===== src/rtl/count_seq_pkg.sv =====
`default_nettype none
// +---------------------------------------------------------------------+
// | count_seq_pkg: mode/state encodings and per-mode counter seeds.     |
// | Rev 1.0                                                             |
// +---------------------------------------------------------------------+
package count_seq_pkg;

  typedef enum logic [1:0] {
    MODE_RING    = 2'b00,
    MODE_JOHNSON = 2'b01,
    MODE_BINARY  = 2'b10,
    MODE_DECADE  = 2'b11
  } mode_e;

  typedef enum logic [1:0] {
    ST_IDLE = 2'b00,
    ST_LOAD = 2'b01,
    ST_RUN  = 2'b10,
    ST_DONE = 2'b11
  } state_e;

  localparam logic [3:0] SEED_RING    = 4'b1000;
  localparam logic [3:0] SEED_JOHNSON = 4'b0000;
  localparam logic [3:0] SEED_BINARY  = 4'b0000;
  localparam logic [3:0] SEED_DECADE  = 4'b0000;

  function automatic logic [3:0] mode_seed(input logic [1:0] mode);
    logic [3:0] seed;
    case (mode)
      MODE_RING:    seed = SEED_RING;
      MODE_JOHNSON: seed = SEED_JOHNSON;
      MODE_BINARY:  seed = SEED_BINARY;
      default:      seed = SEED_DECADE;
    endcase
    return seed;
  endfunction

endpackage
`default_nettype wire


===== src/rtl/count_core.sv =====
`default_nettype none
// +---------------------------------------------------------------------+
// | count_core: 4-bit counter with ring/johnson/binary/decade stepping. |
// | Rev 1.0                                                             |
// +---------------------------------------------------------------------+
module count_core
  import count_seq_pkg::*;
(
  input  logic       clk,
  input  logic       reset,
  input  logic [1:0] mode,
  input  logic       load,
  input  logic       step,
  input  logic [3:0] seed,
  output logic [3:0] q
);

  logic [3:0] q_q, q_d;

  always_comb begin
    q_d = q_q;
    if (load) begin
      q_d = seed;
    end else if (step) begin
      case (mode)
        MODE_RING:    q_d = {q_q[0], q_q[3:1]};
        MODE_JOHNSON: q_d = {~q_q[0], q_q[3:1]};
        MODE_BINARY:  q_d = q_q + 4'd1;
        default:      q_d = (q_q == 4'd9) ? 4'd0 : q_q + 4'd1;
      endcase
    end
  end

  always_ff @(posedge clk or posedge reset) begin
    if (reset) q_q <= 4'd0;
    else       q_q <= q_d;
  end

  assign q = q_q;

endmodule
`default_nettype wire


===== src/rtl/count_seq_ctrl.sv =====
`default_nettype none
// +---------------------------------------------------------------------+
// | count_seq_ctrl: round-robin arbiter + run FSM over a shared counter.|
// | Rev 1.0                                                             |
// +---------------------------------------------------------------------+
module count_seq_ctrl
  import count_seq_pkg::*;
#(
  parameter int LEN_W = 4
) (
  input  logic             clk,
  input  logic             reset,
  input  logic [1:0]       req,
  input  logic [1:0]       mode0,
  input  logic [1:0]       mode1,
  input  logic [LEN_W-1:0] len0,
  input  logic [LEN_W-1:0] len1,
  output logic [1:0]       gnt,
  output logic             busy,
  output logic [3:0]       cnt_q,
  output logic             done,
  output logic             done_id
);

  localparam logic [LEN_W:0] REM_ONE  = {{LEN_W{1'b0}}, 1'b1};
  localparam logic [LEN_W:0] REM_FULL = {1'b1, {LEN_W{1'b0}}};

  state_e           state_q, state_d;
  logic [1:0]       gnt_q, gnt_d;
  logic             win_q, win_d;
  logic             rr_q, rr_d;
  logic [1:0]       mode_q, mode_d;
  logic [LEN_W-1:0] len_q, len_d;
  logic [LEN_W:0]   rem_q, rem_d;
  logic             done_q, done_d;
  logic             done_id_q, done_id_d;
  logic             core_load, core_step, pick;

  // Requester 1 wins when alone, or when both ask and the pointer favours it.
  assign pick = req[1] & (~req[0] | rr_q);

  always_comb begin
    state_d   = state_q;
    gnt_d     = gnt_q;
    win_d     = win_q;
    rr_d      = rr_q;
    mode_d    = mode_q;
    len_d     = len_q;
    rem_d     = rem_q;
    done_d    = 1'b0;
    done_id_d = done_id_q;
    core_load = 1'b0;
    core_step = 1'b0;
    case (state_q)
      ST_IDLE: begin
        if (|req) begin
          win_d   = pick;
          gnt_d   = pick ? 2'b10 : 2'b01;
          rr_d    = ~pick;
          mode_d  = pick ? mode1 : mode0;
          len_d   = pick ? len1 : len0;
          state_d = ST_LOAD;
        end
      end
      ST_LOAD: begin
        if (!req[win_q]) begin
          gnt_d   = 2'b00;
          state_d = ST_IDLE;
        end else begin
          core_load = 1'b1;
          rem_d     = (len_q == '0) ? REM_FULL : {1'b0, len_q};
          state_d   = ST_RUN;
        end
      end
      ST_RUN: begin
        if (!req[win_q]) begin
          gnt_d   = 2'b00;
          state_d = ST_IDLE;
        end else begin
          core_step = 1'b1;
          rem_d     = rem_q - REM_ONE;
          if (rem_q == REM_ONE) state_d = ST_DONE;
        end
      end
      default: begin
        // Pulse is registered on the way out, so it lines up with IDLE.
        done_d    = 1'b1;
        done_id_d = win_q;
        gnt_d     = 2'b00;
        state_d   = ST_IDLE;
      end
    endcase
  end

  always_ff @(posedge clk or posedge reset) begin
    if (reset) begin
      state_q   <= ST_IDLE;
      gnt_q     <= 2'b00;
      win_q     <= 1'b0;
      rr_q      <= 1'b0;
      mode_q    <= 2'b00;
      len_q     <= '0;
      rem_q     <= '0;
      done_q    <= 1'b0;
      done_id_q <= 1'b0;
    end else begin
      state_q   <= state_d;
      gnt_q     <= gnt_d;
      win_q     <= win_d;
      rr_q      <= rr_d;
      mode_q    <= mode_d;
      len_q     <= len_d;
      rem_q     <= rem_d;
      done_q    <= done_d;
      done_id_q <= done_id_d;
    end
  end

  count_core u_core (
    .clk   (clk),
    .reset (reset),
    .mode  (mode_q),
    .load  (core_load),
    .step  (core_step),
    .seed  (mode_seed(mode_q)),
    .q     (cnt_q)
  );

  assign gnt     = gnt_q;
  assign busy    = (state_q != ST_IDLE);
  assign done    = done_q;
  assign done_id = done_id_q;

endmodule
`default_nettype wire


===== config.mk =====
export PLATFORM = sky130hd
export DESIGN_NAME = count_seq_ctrl
export DESIGN_NICKNAME = d
export VERILOG_FILES = /design/src/rtl/count_seq_pkg.sv /design/src/rtl/count_core.sv /design/src/rtl/count_seq_ctrl.sv
export SDC_FILE = /design/constraint.sdc
export NUM_CORES = 1
export LEC_CHECK = 0
export BUFFER_PORTS_ARGS = -buffer_cell sky130_fd_sc_hd__buf_4
export CAP_MARGIN = 20
export CORE_MARGIN = 3
export CORE_UTILIZATION = 40
export DETAILED_ROUTE_END_ITERATION = 8
export SLEW_MARGIN = 40
export SYNTH_ARGS = -nofsm -noshare
export SYNTH_HDL_FRONTEND = slang
export SYNTH_HIERARCHICAL = 1
export SYNTH_SLANG_ARGS = --single-unit

===== constraint.sdc =====
create_clock -name clk -period 1.61 [get_ports clk]
set_input_delay 0.0805 -clock clk [delete_from_list [all_inputs] [get_ports clk]]
set_output_delay 0.0805 -clock clk [all_outputs]
set_load 0.1 [all_outputs]

==> results.md, run 1 <==
* Number of DRC markers after the initial detailed-route iteration at 35
* Final GP Congestion at between 0.8 and 0.9
* Final WS setup at -0.0341 ns
* Data required time of the critical path at 1.83 ns
* Crit path launch type: register
* Global-route wire length before repair at about 5.6 mm
* Post-synth top area cell: sky130_fd_sc_hd__dfrtp_1
* HPWL after detailed placement at ~2.4 mm
* Number of flops mapped to enable cells by yosys at 0
* Num Clock Sinks at 23
* Detail-routed net length per standard cell at 13.4 µm
* Detailed Route WL at about 3.2 mm
* Skew final at 0.00718 ns
* TritonRoute pass-1 iters at 4
* Share of synthesized area occupied by flip-flops and latches at approximately two fifths
* CTS H-tree lvls at 1
* Area Growth Syn to Fin at 39.1%
* Fraction of layout cells with a size suffix above 1 at roughly 39%
* Number of warnings printed during yosys synthesis at 6
* Post-layout min period at between 1.5 and 2 ns
* Synth top cells by count: sky130_fd_sc_hd__dfrtp_1 (23), sky130_fd_sc_hd__inv_1 (12), sky130_fd_sc_hd__o21ai_0 (11)
* Ys async rst share at 100%
* Power Density at slightly above 2000 mW/mm²
* Initial antenna violation count at 0
* Max Clk Rate at 0.608 GHz
* Top area cells in the synthesized netlist: sky130_fd_sc_hd__dfrtp_1 (41%), sky130_fd_sc_hd__ha_1 (8.0%), sky130_fd_sc_hd__o21ai_0 (3.9%)
* Root buffer cell: sky130_fd_sc_hd__clkbuf_4
* Max rail drop VDD at 1.28 mV
* Total of endpoints with negative setup slack in the final report at 1
* Maximum fanout encountered on the critical timing path at 2
* Path type of the worst setup path: register to register
* Reg clk slew, reported paths at 0.13 ns
* Pin count of the biggest net entering global routing at 20
* Cell area after technology mapping at approximately 0.0014 mm²
* Total track usage at 17.0%
* Post-synthesis instance total at around 140
* Core Rows at 20
* Slowest cell on crit path: sky130_fd_sc_hd__or4b_4
* Total via count in the routed design at approximately 1200
* Gate family responsible for the most delay along the worst path: simple AND/OR/NAND/NOR gates
* Peak per-stage delay on the critical path at 0.48 ns
* Floorplan core area at around 0.0032 mm²
* Width of the chip at ~65 µm
* Vias/cell at roughly 5.1
* Number of hold-slack violations in the final timing report at 0
* # IOs at 25
* Flop and latch count out of synthesis at 23
* Nets@finish at between 200 and 250
* CTS tree: built
* CTS Buf Count at 3
* Crit-path cells: buf_4 -> ha_1 -> or4b_4 -> a21oi_4 -> mux2_4
* Violations in the final reports: setup timing
* RSZ-0062 raised after global routing: true
* Outcome: finished, violations left
* Count of antenna-violating nets left after detailed routing at 0
* Reg-to-reg setup timing slack at -0.03 ns
* Worst path arrival time at 1.86 ns
* Number of different library cells in the post-synthesis netlist at 50
* Maximum clock path buffer count at 2
* Total count of max-transition violations in the final report at 0
* Library cell with the highest instance count after synthesis: sky130_fd_sc_hd__dfrtp_1
* Syn avg cell area at about 10 µm²
* DRC viols at 0
* Bufs and invs on worst path at 1
* Number of standard cells in the layout, taps in and fillers out at roughly 240
* Number of placed instances with taps included at approximately 230
* Clk_lat worst skew at between 0.3 and 0.4 ns
* Via count of the first global-routing pass at roughly 1300
* Diodes inserted at 0
* Top cell type's share of synthesized area at 40.7%
* Post-route fraction of the period consumed by the critical path at 102%
* Type of the worst min-delay path: input pin to register
* Max-cap violation count at 0
* Fill cell total of the finished layout at between 200 and 300
* GRT overflow at 0
* Utilization after layout at 61.4%
* Full die area at roughly 0.0043 mm²
* Kind of capture point of the worst setup path: register
* Cell leakage power at 0.933 nW
* Number of buffers added on ports at 24
* Height of the die at between 60 and 70 µm
* Initial Util at approximately 44%
* Main synth FF type: sky130_fd_sc_hd__dfrtp_1
-- through the flow --
stage | cell area [µm²] | hold WS [ns] | TNS (ns) | worst slack (ns) | power, mW
4_1_cts | 1890 | 0.0422 | -0.0186 | -0.0186 | 3.87
3_3_place_gp | 1780 | -0.00227 | -0.0193 | -0.0193 | 3.48
3_5_place_dp | 1780 | 0.00208 | -0.0705 | -0.0597 | 3.53
6_report | 1970 | 0.0333 | -0.0341 | -0.0341 | 4.03
2_1_floorplan | 1430 | -0.153 | -2.53 | -0.405 | 2.82
5_1_grt | 1970 | 0.0429 | -0.108 | -0.0715 | 4.33
-- final timing paths --
kind,from,endpoint,cells past startpoint
min,len1[2],len_q[2],3
max in group asynchronous,reset,state_q[0],4
max,rem_q[0],state_q[1],5
max reg2reg,rem_q[0],state_q[1],5
min in group asynchronous,reset,u_core/q[2],3
min reg2reg,rr_q,rr_q,1
-- cells by family after synthesis --
kind of cell | synth area share (%)
other | 0.265
and+or+nand+nor | 18.5
muxes | 7.26
AOI/OAI and AO/OA | 19.6
adders and majority gates | 7.96
buffers and inverters | 4.51
xor gates and xnor gates | 1.24
DFF | 40.7
-- cells in the final DEF (no fill, tap or decap), types with 2 or more instances in the layout --
| cell type | n |
|---|---|
| sky130_fd_sc_hd__mux2i_1 | 5 |
| sky130_fd_sc_hd__nand2_1 | 8 |
| sky130_fd_sc_hd__mux2_4 | 2 |
| sky130_fd_sc_hd__mux2_2 | 2 |
| sky130_fd_sc_hd__and2_1 | 3 |
| sky130_fd_sc_hd__o21ai_0 | 10 |
| sky130_fd_sc_hd__dfrtp_2 | 4 |
| sky130_fd_sc_hd__conb_1 | 3 |
| sky130_fd_sc_hd__dfrtp_1 | 19 |
| sky130_fd_sc_hd__a221oi_2 | 2 |
| sky130_fd_sc_hd__buf_4 | 44 |
| sky130_fd_sc_hd__a21oi_1 | 4 |
| sky130_fd_sc_hd__nor2_1 | 9 |
| sky130_fd_sc_hd__xor2_1 | 2 |
| sky130_fd_sc_hd__ha_1 | 5 |
| sky130_fd_sc_hd__ha_2 | 4 |
| sky130_fd_sc_hd__inv_1 | 11 |
| sky130_fd_sc_hd__dlygate4sd3_1 | 7 |
| sky130_fd_sc_hd__nor2b_1 | 4 |
| sky130_fd_sc_hd__o211ai_1 | 2 |
| sky130_fd_sc_hd__nor3_1 | 4 |
| sky130_fd_sc_hd__a221o_1 | 3 |
| sky130_fd_sc_hd__o22ai_1 | 2 |
| sky130_fd_sc_hd__and2_4 | 2 |
| sky130_fd_sc_hd__clkbuf_4 | 3 |
-- routing by layer --
metal / GRT usage, % / part of all wire (%)
met5: 0 / 0
met4: 6.22 / 1.6
met3: 2.74 / 3.4
met2: 30.2 / 51
met1: 20.4 / 44
-- worst register-to-register path, cell delays in order (launching register included) --
cell                      delay [ns]
sky130_fd_sc_hd__dfrtp_1        0.37
sky130_fd_sc_hd__buf_4          0.11
sky130_fd_sc_hd__ha_1           0.13
sky130_fd_sc_hd__or4b_4         0.48
sky130_fd_sc_hd__a21oi_4        0.15
sky130_fd_sc_hd__mux2_4         0.30
-- state kept, by name (all words and copies together), names as in the netlist --
register / count
state_q: 2
win_q: 1
u_core/q: 4
mode_q: 2
len_q: 4
gnt: 2
rr_q: 1
rem_q: 5
done_id: 1
done: 1
-- power by group --
part           switching, mW  internal, mW  total (mW)  leakage (nW)
Sequential             0.277         0.854        1.13         0.275
Combinational           1.52          1.09        2.62         0.643
Clock                  0.180        0.0972       0.277        0.0150
Total                   1.98          2.04        4.03         0.933
-- final cells by class --
class | instances | area [µm²] | share of cell area (%)
Multi-Input combinational cell | 106 | 828 | 42.1
Clock buffer | 4 | 26.3 | 1.34
Timing Repair Buffer | 53 | 432 | 21.9
Tap cell | 44 | 55.1 | 2.80
Inverter | 12 | 45.0 | 2.29
Sequential cell | 23 | 581 | 29.5
-- repair_timing --
item | 4_1_cts | 5_1_grt
gates resized for setup | 3 | 13
hold buffers | 7 | 0
endpoints found under the setup margin | 5 | 11
cloned | 0 | 1
buffers inserted | 1 | 4
hold endpoints to repair | 26 | 0
pin swaps | 0 | 2
Power figures use the tool's default switching activity.
==> run 2: changes to the inputs <==
--- a/config.mk
+++ b/config.mk
@@ -7,9 +7,12 @@
 export LEC_CHECK = 0
 export BUFFER_PORTS_ARGS = -buffer_cell sky130_fd_sc_hd__buf_4
 export CAP_MARGIN = 20
+export CORE_ASPECT_RATIO = 1.1
 export CORE_MARGIN = 3
 export CORE_UTILIZATION = 40
 export DETAILED_ROUTE_END_ITERATION = 8
+export GPL_ROUTABILITY_DRIVEN = 0
+export MAX_ROUTING_LAYER = met4
 export SLEW_MARGIN = 40
 export SYNTH_ARGS = -nofsm -noshare
 export SYNTH_HDL_FRONTEND = slang
==> results.md, run 2 (synthesis gave the netlist of run 1 again) <==
* TritonRoute pass-1 iters at 5 (was 4)
* Pin count of the biggest net entering global routing at 20 (unchanged)
* Data required time of the critical path at 1.83 ns (about the same)
* Area Growth Syn to Fin at 41.2% (was 39.1%)
* Post-layout min period at 1.64 ns (about the same)
* Cell count of the worst reg-to-reg path at 5 (unchanged)
* Global-route wire length before repair at 5.58 mm (was 5.62 mm)
* Reg-to-reg critical path endpoint: state_q[1] (unchanged)
* # IOs at 25 (unchanged)
* Violations in the final reports: setup timing (unchanged)
* Post-route fraction of the period consumed by the critical path at 102% (about the same)
* Fill cell total of the finished layout at 310 (was 283)
* Final WS setup at -0.0280 ns (was -0.0341 ns)
* CTS H-tree lvls at 1 (unchanged)
* Via count of the first global-routing pass at 1291 (was 1261)
* Max rail drop VDD at 1.05 mV (was 1.28 mV)
* Number of flip-flops in the largest register at 5 (unchanged)
* Max Clk Rate at 0.611 GHz (was 0.608 GHz)
* Busiest grt layer: met2 (unchanged)
* Beginning of the critical path: rem_q[1] (was rem_q[0])
* Total via count in the routed design at 1282 (was 1229)
* DRC viols at 0 (unchanged)
* Core Rows at 22 (was 20)
* Total track usage at 17.1% (was 17.0%)
* Height of the die at 68.4 µm (was 65.5 µm)
* Total Power Consumption at 4.08 mW (was 4.03 mW)
* Diodes inserted at 0 (unchanged)
* Worst path arrival time at 1.86 ns (about the same)
* Maximum clock path buffer count at 2 (unchanged)
* Origin of the critical flop-to-flop path: rem_q[1] (was rem_q[0])
* HPWL after detailed placement at 2.45 mm (was 2.40 mm)
* Number of standard cells in the layout, taps in and fillers out at 246 (was 242)
* Maximum fanout encountered on the critical timing path at 2 (unchanged)
* Full die area at 0.00428 mm² (about the same)
* Reg-to-reg setup timing slack at -0.03 ns (about the same)
* Total of endpoints with negative setup slack in the final report at 2 (was 1)
* Initial antenna violation count at 0 (unchanged)
* Register with the highest flop count: rem_q (unchanged)
* Nets@finish at 224 (unchanged)
* Cell area reported after detailed placement at 0.00178 mm² (about the same)
* Area of all placed cells without fillers at 0.00200 mm² (was 0.00197 mm²)
* Root buffer cell: sky130_fd_sc_hd__clkbuf_4 (unchanged)
* Floorplan core area at 0.00336 mm² (was 0.00320 mm²)
* Total count of max-transition violations in the final report at 0 (unchanged)
* Skew final at 0.00441 ns (was 0.00718 ns)
* Power Density at 2040 mW/mm² (was 2050 mW/mm²)
* Met1 routing resource usage after global routing at 19.8% (was 20.4%)
* Setup TNS at -0.0366 ns (was -0.0341 ns)
* GRT overflow at 0 (unchanged)
* Grt met2 use at 30.0% (was 30.2%)
* Initial Util at 42.1% (was 44.1%)
* Detail-routed net length per standard cell at 14.0 µm (was 13.4 µm)
* Count of antenna-violating nets left after detailed routing at 0 (unchanged)
* Reg clk slew, reported paths at 0.13 ns (about the same)
* Crit path launch type: register (unchanged)
* Number of hold-slack violations in the final timing report at 0 (unchanged)
* WP depth at 5 (unchanged)
* Number of buffers added on ports at 24 (unchanged)
* Clk_lat worst skew at 0.32 ns (about the same)
* Detailed Route WL at 3.44 mm (was 3.24 mm)
* Gate family responsible for the most delay along the worst path: simple AND/OR/NAND/NOR gates (unchanged)
* Path type of the worst setup path: register to register (unchanged)
* CTS tree: built (unchanged)
* Vias/cell at 5.21 (was 5.08)
* Outcome: finished, violations left (unchanged)
* RSZ-0062 raised after global routing: true (unchanged)
* Peak per-stage delay on the critical path at 0.47 ns (was 0.48 ns)
* CTS Buf Count at 3 (unchanged)
* Bufs and invs on worst path at 1 (unchanged)
* Crit-path cells: inv_2 -> ha_4 -> or4b_4 -> a21oi_4 -> mux2_4 (was buf_4 -> ha_1 -> or4b_4 -> a21oi_4 -> mux2_4)
* Utilization after layout at 59.5% (was 61.4%)
* Kind of capture point of the worst setup path: register (unchanged)
* Width of the chip at 62.7 µm (was 65.5 µm)
* Worst hold margin at 0.0553 ns (was 0.0333 ns)
* Number of placed instances with taps included at 229 (was 225)
* Last element of the critical path: state_q[1] (unchanged)
* Number of DRC markers after the initial detailed-route iteration at 81 (was 35)
* Worst Setup Slack post-DPL at -0.0716 ns (was -0.0597 ns)
* Most common cell after layout, fill and taps aside: sky130_fd_sc_hd__buf_4 (unchanged)
* Leading cell types in the layout, fill and taps excluded: sky130_fd_sc_hd__buf_4 (45), sky130_fd_sc_hd__dfrtp_1 (19), sky130_fd_sc_hd__inv_1 (9), sky130_fd_sc_hd__o21ai_0 (9) (was sky130_fd_sc_hd__buf_4 (44), sky130_fd_sc_hd__dfrtp_1 (19), sky130_fd_sc_hd__inv_1 (11))
* Num Clock Sinks at 23 (unchanged)
* Type of the worst min-delay path: input pin to register (unchanged)
* Met3 Track Usage GR at 1.97% (was 2.74%)
* Cell leakage power at 0.933 nW (about the same)
* Slowest cell on crit path: sky130_fd_sc_hd__or4b_4 (unchanged)
* Max-cap violation count at 0 (unchanged)
* Fraction of layout cells with a size suffix above 1 at 41.4% (was 39.4%)
==> run 2: changes by cell type in the layout (fill, tap and decap cells not counted), moves of 2 or more <==
cell                    delta
sky130_fd_sc_hd__ha_4      +3
sky130_fd_sc_hd__ha_2      -3
sky130_fd_sc_hd__inv_1     -2
sky130_fd_sc_hd__inv_2     +2
==> run 2: tightest hold or removal path: stages <==
cell                      delay [ns]
sky130_fd_sc_hd__buf_4          0.08
sky130_fd_sc_hd__mux2i_1        0.05
sky130_fd_sc_hd__o21ai_0        0.14
==> run 2: cell type report <==
cell class	instances	area [µm²]	area share, %
multi-input combinational	106	866	43.4
sequential	23	581	29.1
timing repair buffer	53	419	21.0
tap	48	60.1	3.01
inverter	12	45.0	2.26
clock buffer	4	26.3	1.32
==> run 2: routing by layer <==
| layer | share of wire (%) | wire length (µm) |
|---|---|---|
| met1 | 45 | 1540 |
| met3 | 3.6 | 125 |
| met5 | 0 | 0 |
| met4 | 2.3 | 78 |
| met2 | 49 | 1690 |
==> run 2: power by group <==
part           switching (mW)  leakage (nW)  internal, mW  total, mW
logic                    1.57         0.643          1.09       2.67
clock network           0.188        0.0150        0.0970      0.285
registers               0.275         0.275         0.854       1.13
==> run 2: how the worst min path moves through the flow <==
stage	slack (ns)	depth (start not counted)	startpoint	to
4_1_cts	0.06	3	len1[0]	len_q[0]
3_3_place_gp	-0.01	2	reset	u_core/q[0]
2_1_floorplan	-0.15	1	reset	u_core/q[0]
6_report	0.06	3	len1[0]	len_q[0]
5_1_grt	0.08	3	len1[0]	len_q[0]
3_5_place_dp	-0.004	2	reset	u_core/q[2]
==> run 2: what timing repair did <==
action / CTS / global route
gates resized for setup: 8 / 13
buffers inserted: 4 / 1
endpoints found under the hold margin: 26 / 0
cloned: 0 / 1
hold buffers: 7 / 0
pin swaps: 2 / 6
endpoints found under the setup margin: 4 / 15
==> run 3: changes to the inputs <==
--- a/config.mk
+++ b/config.mk
@@ -13,6 +13,7 @@
 export DETAILED_ROUTE_END_ITERATION = 8
 export GPL_ROUTABILITY_DRIVEN = 0
 export MAX_ROUTING_LAYER = met4
+export PLACE_DENSITY = 0.75
 export SLEW_MARGIN = 40
 export SYNTH_ARGS = -nofsm -noshare
 export SYNTH_HDL_FRONTEND = slang
==> results.md, run 3 (synthesis gave the netlist of run 1 again) <==
* Root buffer cell: sky130_fd_sc_hd__clkbuf_4 (unchanged)
* Initial Util at 42.1% (unchanged)
* Global-route wire length before repair at 5.70 mm (was 5.58 mm)
* Total Power Consumption at 4.19 mW (was 4.08 mW)
* Maximum clock path buffer count at 2 (unchanged)
* Slowest cell on crit path: sky130_fd_sc_hd__or4b_4 (unchanged)
* Maximum fanout encountered on the critical timing path at 2 (unchanged)
* Total via count in the routed design at 1297 (was 1282)
* # IOs at 25 (unchanged)
* Cell area reported after detailed placement at 0.00177 mm² (was 0.00178 mm²)
* Worst Setup Slack post-DPL at -0.0772 ns (was -0.0716 ns)
* Number of placed instances with taps included at 228 (was 229)
* Peak per-stage delay on the critical path at 0.47 ns (about the same)
* Max Clk Rate at 0.597 GHz (was 0.611 GHz)
* CTS tree: built (unchanged)
* Core Rows at 22 (unchanged)
* Register with the highest flop count: rem_q (unchanged)
* Number of buffers added on ports at 24 (unchanged)
* Detailed Route WL at 3.56 mm (was 3.44 mm)
* Detail-routed net length per standard cell at 14.2 µm (was 14.0 µm)
* Total of endpoints with negative setup slack in the final report at 1 (was 2)
* Height of the die at 68.4 µm (unchanged)
* Number of flip-flops in the largest register at 5 (unchanged)
* DRC viols at 0 (unchanged)
* Fraction of layout cells with a size suffix above 1 at 43.1% (was 41.4%)
* CTS H-tree lvls at 1 (unchanged)
* Floorplan core area at 0.00336 mm² (unchanged)
* Measured slew at the worst slew-check pin at a little under 0.7 ns
* Nets@finish at 228 (was 224)
* Crit-path cells: inv_2 -> ha_4 -> or4b_4 -> a21oi_4 -> mux2_4 (unchanged)
* RSZ-0062 raised after global routing: true (unchanged)
* Via count of the first global-routing pass at 1292 (was 1291)
* Power Density at 2060 mW/mm² (was 2040 mW/mm²)
* Slew Limit Headroom at between 50% and 60%
* Post-route fraction of the period consumed by the critical path at 104% (was 102%)
* Utilization after layout at 60.5% (was 59.5%)
* Worst path arrival time at 1.89 ns (was 1.86 ns)
* Data required time of the critical path at 1.82 ns (was 1.83 ns)
* Max rail drop VDD at 0.892 mV (was 1.05 mV)
* Total count of max-transition violations in the final report at 0 (unchanged)
* Post-layout min period at 1.68 ns (was 1.64 ns)
* Cell leakage power at 0.949 nW (was 0.933 nW)
* Skew final at 0.00179 ns (was 0.00441 ns)
* Number of standard cells in the layout, taps in and fillers out at 250 (was 246)
* Final WS setup at -0.0663 ns (was -0.0280 ns)
* Most common cell after layout, fill and taps aside: sky130_fd_sc_hd__buf_4 (unchanged)
* Max-cap violation count at 0 (unchanged)
* Number of DRC markers after the initial detailed-route iteration at 72 (was 81)
* HPWL after detailed placement at 2.56 mm (was 2.45 mm)
* Area Growth Syn to Fin at 43.6% (was 41.2%)
* CTS Buf Count at 3 (unchanged)
* Number of hold-slack violations in the final timing report at 0 (unchanged)
* Outcome: finished, violations left (unchanged)
* Clk_lat worst skew at 0.31 ns (was 0.32 ns)
* Violations in the final reports: setup timing (unchanged)
* Diodes inserted at 0 (unchanged)
* Crit path launch type: register (unchanged)
* Path type of the worst setup path: register to register (unchanged)
* Vias/cell at 5.19 (was 5.21)
* Kind of capture point of the worst setup path: register (unchanged)
* Total track usage at 17.1% (about the same)
* Area of all placed cells without fillers at 0.00203 mm² (was 0.00200 mm²)
* Count of antenna-violating nets left after detailed routing at 0 (unchanged)
* TritonRoute pass-1 iters at 4 (was 5)
* Width of the chip at 62.7 µm (unchanged)
* Leading cell types in the layout, fill and taps excluded: sky130_fd_sc_hd__buf_4 (50), sky130_fd_sc_hd__dfrtp_1 (19), sky130_fd_sc_hd__o21ai_0 (10) (was sky130_fd_sc_hd__buf_4 (45), sky130_fd_sc_hd__dfrtp_1 (19), sky130_fd_sc_hd__inv_1 (9), sky130_fd_sc_hd__o21ai_0 (9))
* Initial antenna violation count at 0 (unchanged)
* GRT overflow at 0 (unchanged)
* Num Clock Sinks at 23 (unchanged)
* Pin count of the biggest net entering global routing at 20 (unchanged)
* Full die area at 0.00428 mm² (unchanged)
* Reg clk slew, reported paths at 0.12 ns (was 0.13 ns)
* Type of the worst min-delay path: input pin to register (unchanged)
run 3: path summary, 6_finish.rpt:
kind | start | to | slack (ns) | cells after the start
max in group asynchronous | reset | win_q | 0.94 | 3
min in group asynchronous | reset | u_core/q[0] | 0.20 | 3
setup / recovery | rem_q[1] | state_q[1] | -0.07 | 5
hold reg to reg | rr_q | rr_q | 0.49 | 1
hold / removal | len1[2] | len_q[2] | 0.05 | 3
setup reg to reg | rem_q[1] | state_q[1] | -0.07 | 5
run 3: metrics by stage:
stage	hold WS [ns]	TNS, ns
after CTS	0.0122	-0.0552
after global routing	0.0720	-0.195
final	0.0484	-0.0663
after global placement	-0.00823	-0.0213
after floorplan	-0.153	-2.53
after detailed placement	-0.00920	-0.125
run 3: layout make-up:
cell class | count | area, µm²
clock buffers | 4 | 26.3
fillers | 285 | 1330
inverters | 12 | 45.0
multi-input cells | 105 | 862
flip-flops and latches | 23 | 581
well taps | 48 | 60.1
repair buffers | 58 | 457
run 3: metal layers:
metal	GRT usage [%]	share of wire [%]	up-vias
met2	34.6	56	29
met5	-	0	-
met4	4.68	0.62	0
met1	17.5	40	633
met3	2.30	3.6	4
li1	-	-	631
run 3: report_power, final:
group | total, mW | switching (mW) | internal (mW) | leakage, nW
registers | 1.13 | 0.277 | 0.854 | 0.275
clock network | 0.271 | 0.174 | 0.0968 | 0.0150
logic | 2.79 | 1.62 | 1.17 | 0.659
run 3: worst max-delay path: cells and delay by family, from the launching register on:
kind / cells / cell delay (ns)
muxes: 1 / 0.31
and+or+nand+nor: 1 / 0.47
adders and majority gates: 1 / 0.12
buffers and inverters: 1 / 0.08
DFF: 1 / 0.41
AOI/OAI and AO/OA: 1 / 0.18
run 3: timing repair:
item	4_1_cts	5_1_grt
endpoints found under the setup margin	10	15
resized for setup	8	14
pin swaps	0	3
hold buffers	5	2
buffers inserted	3	8
cloned	0	0
hold endpoints to repair	25	1
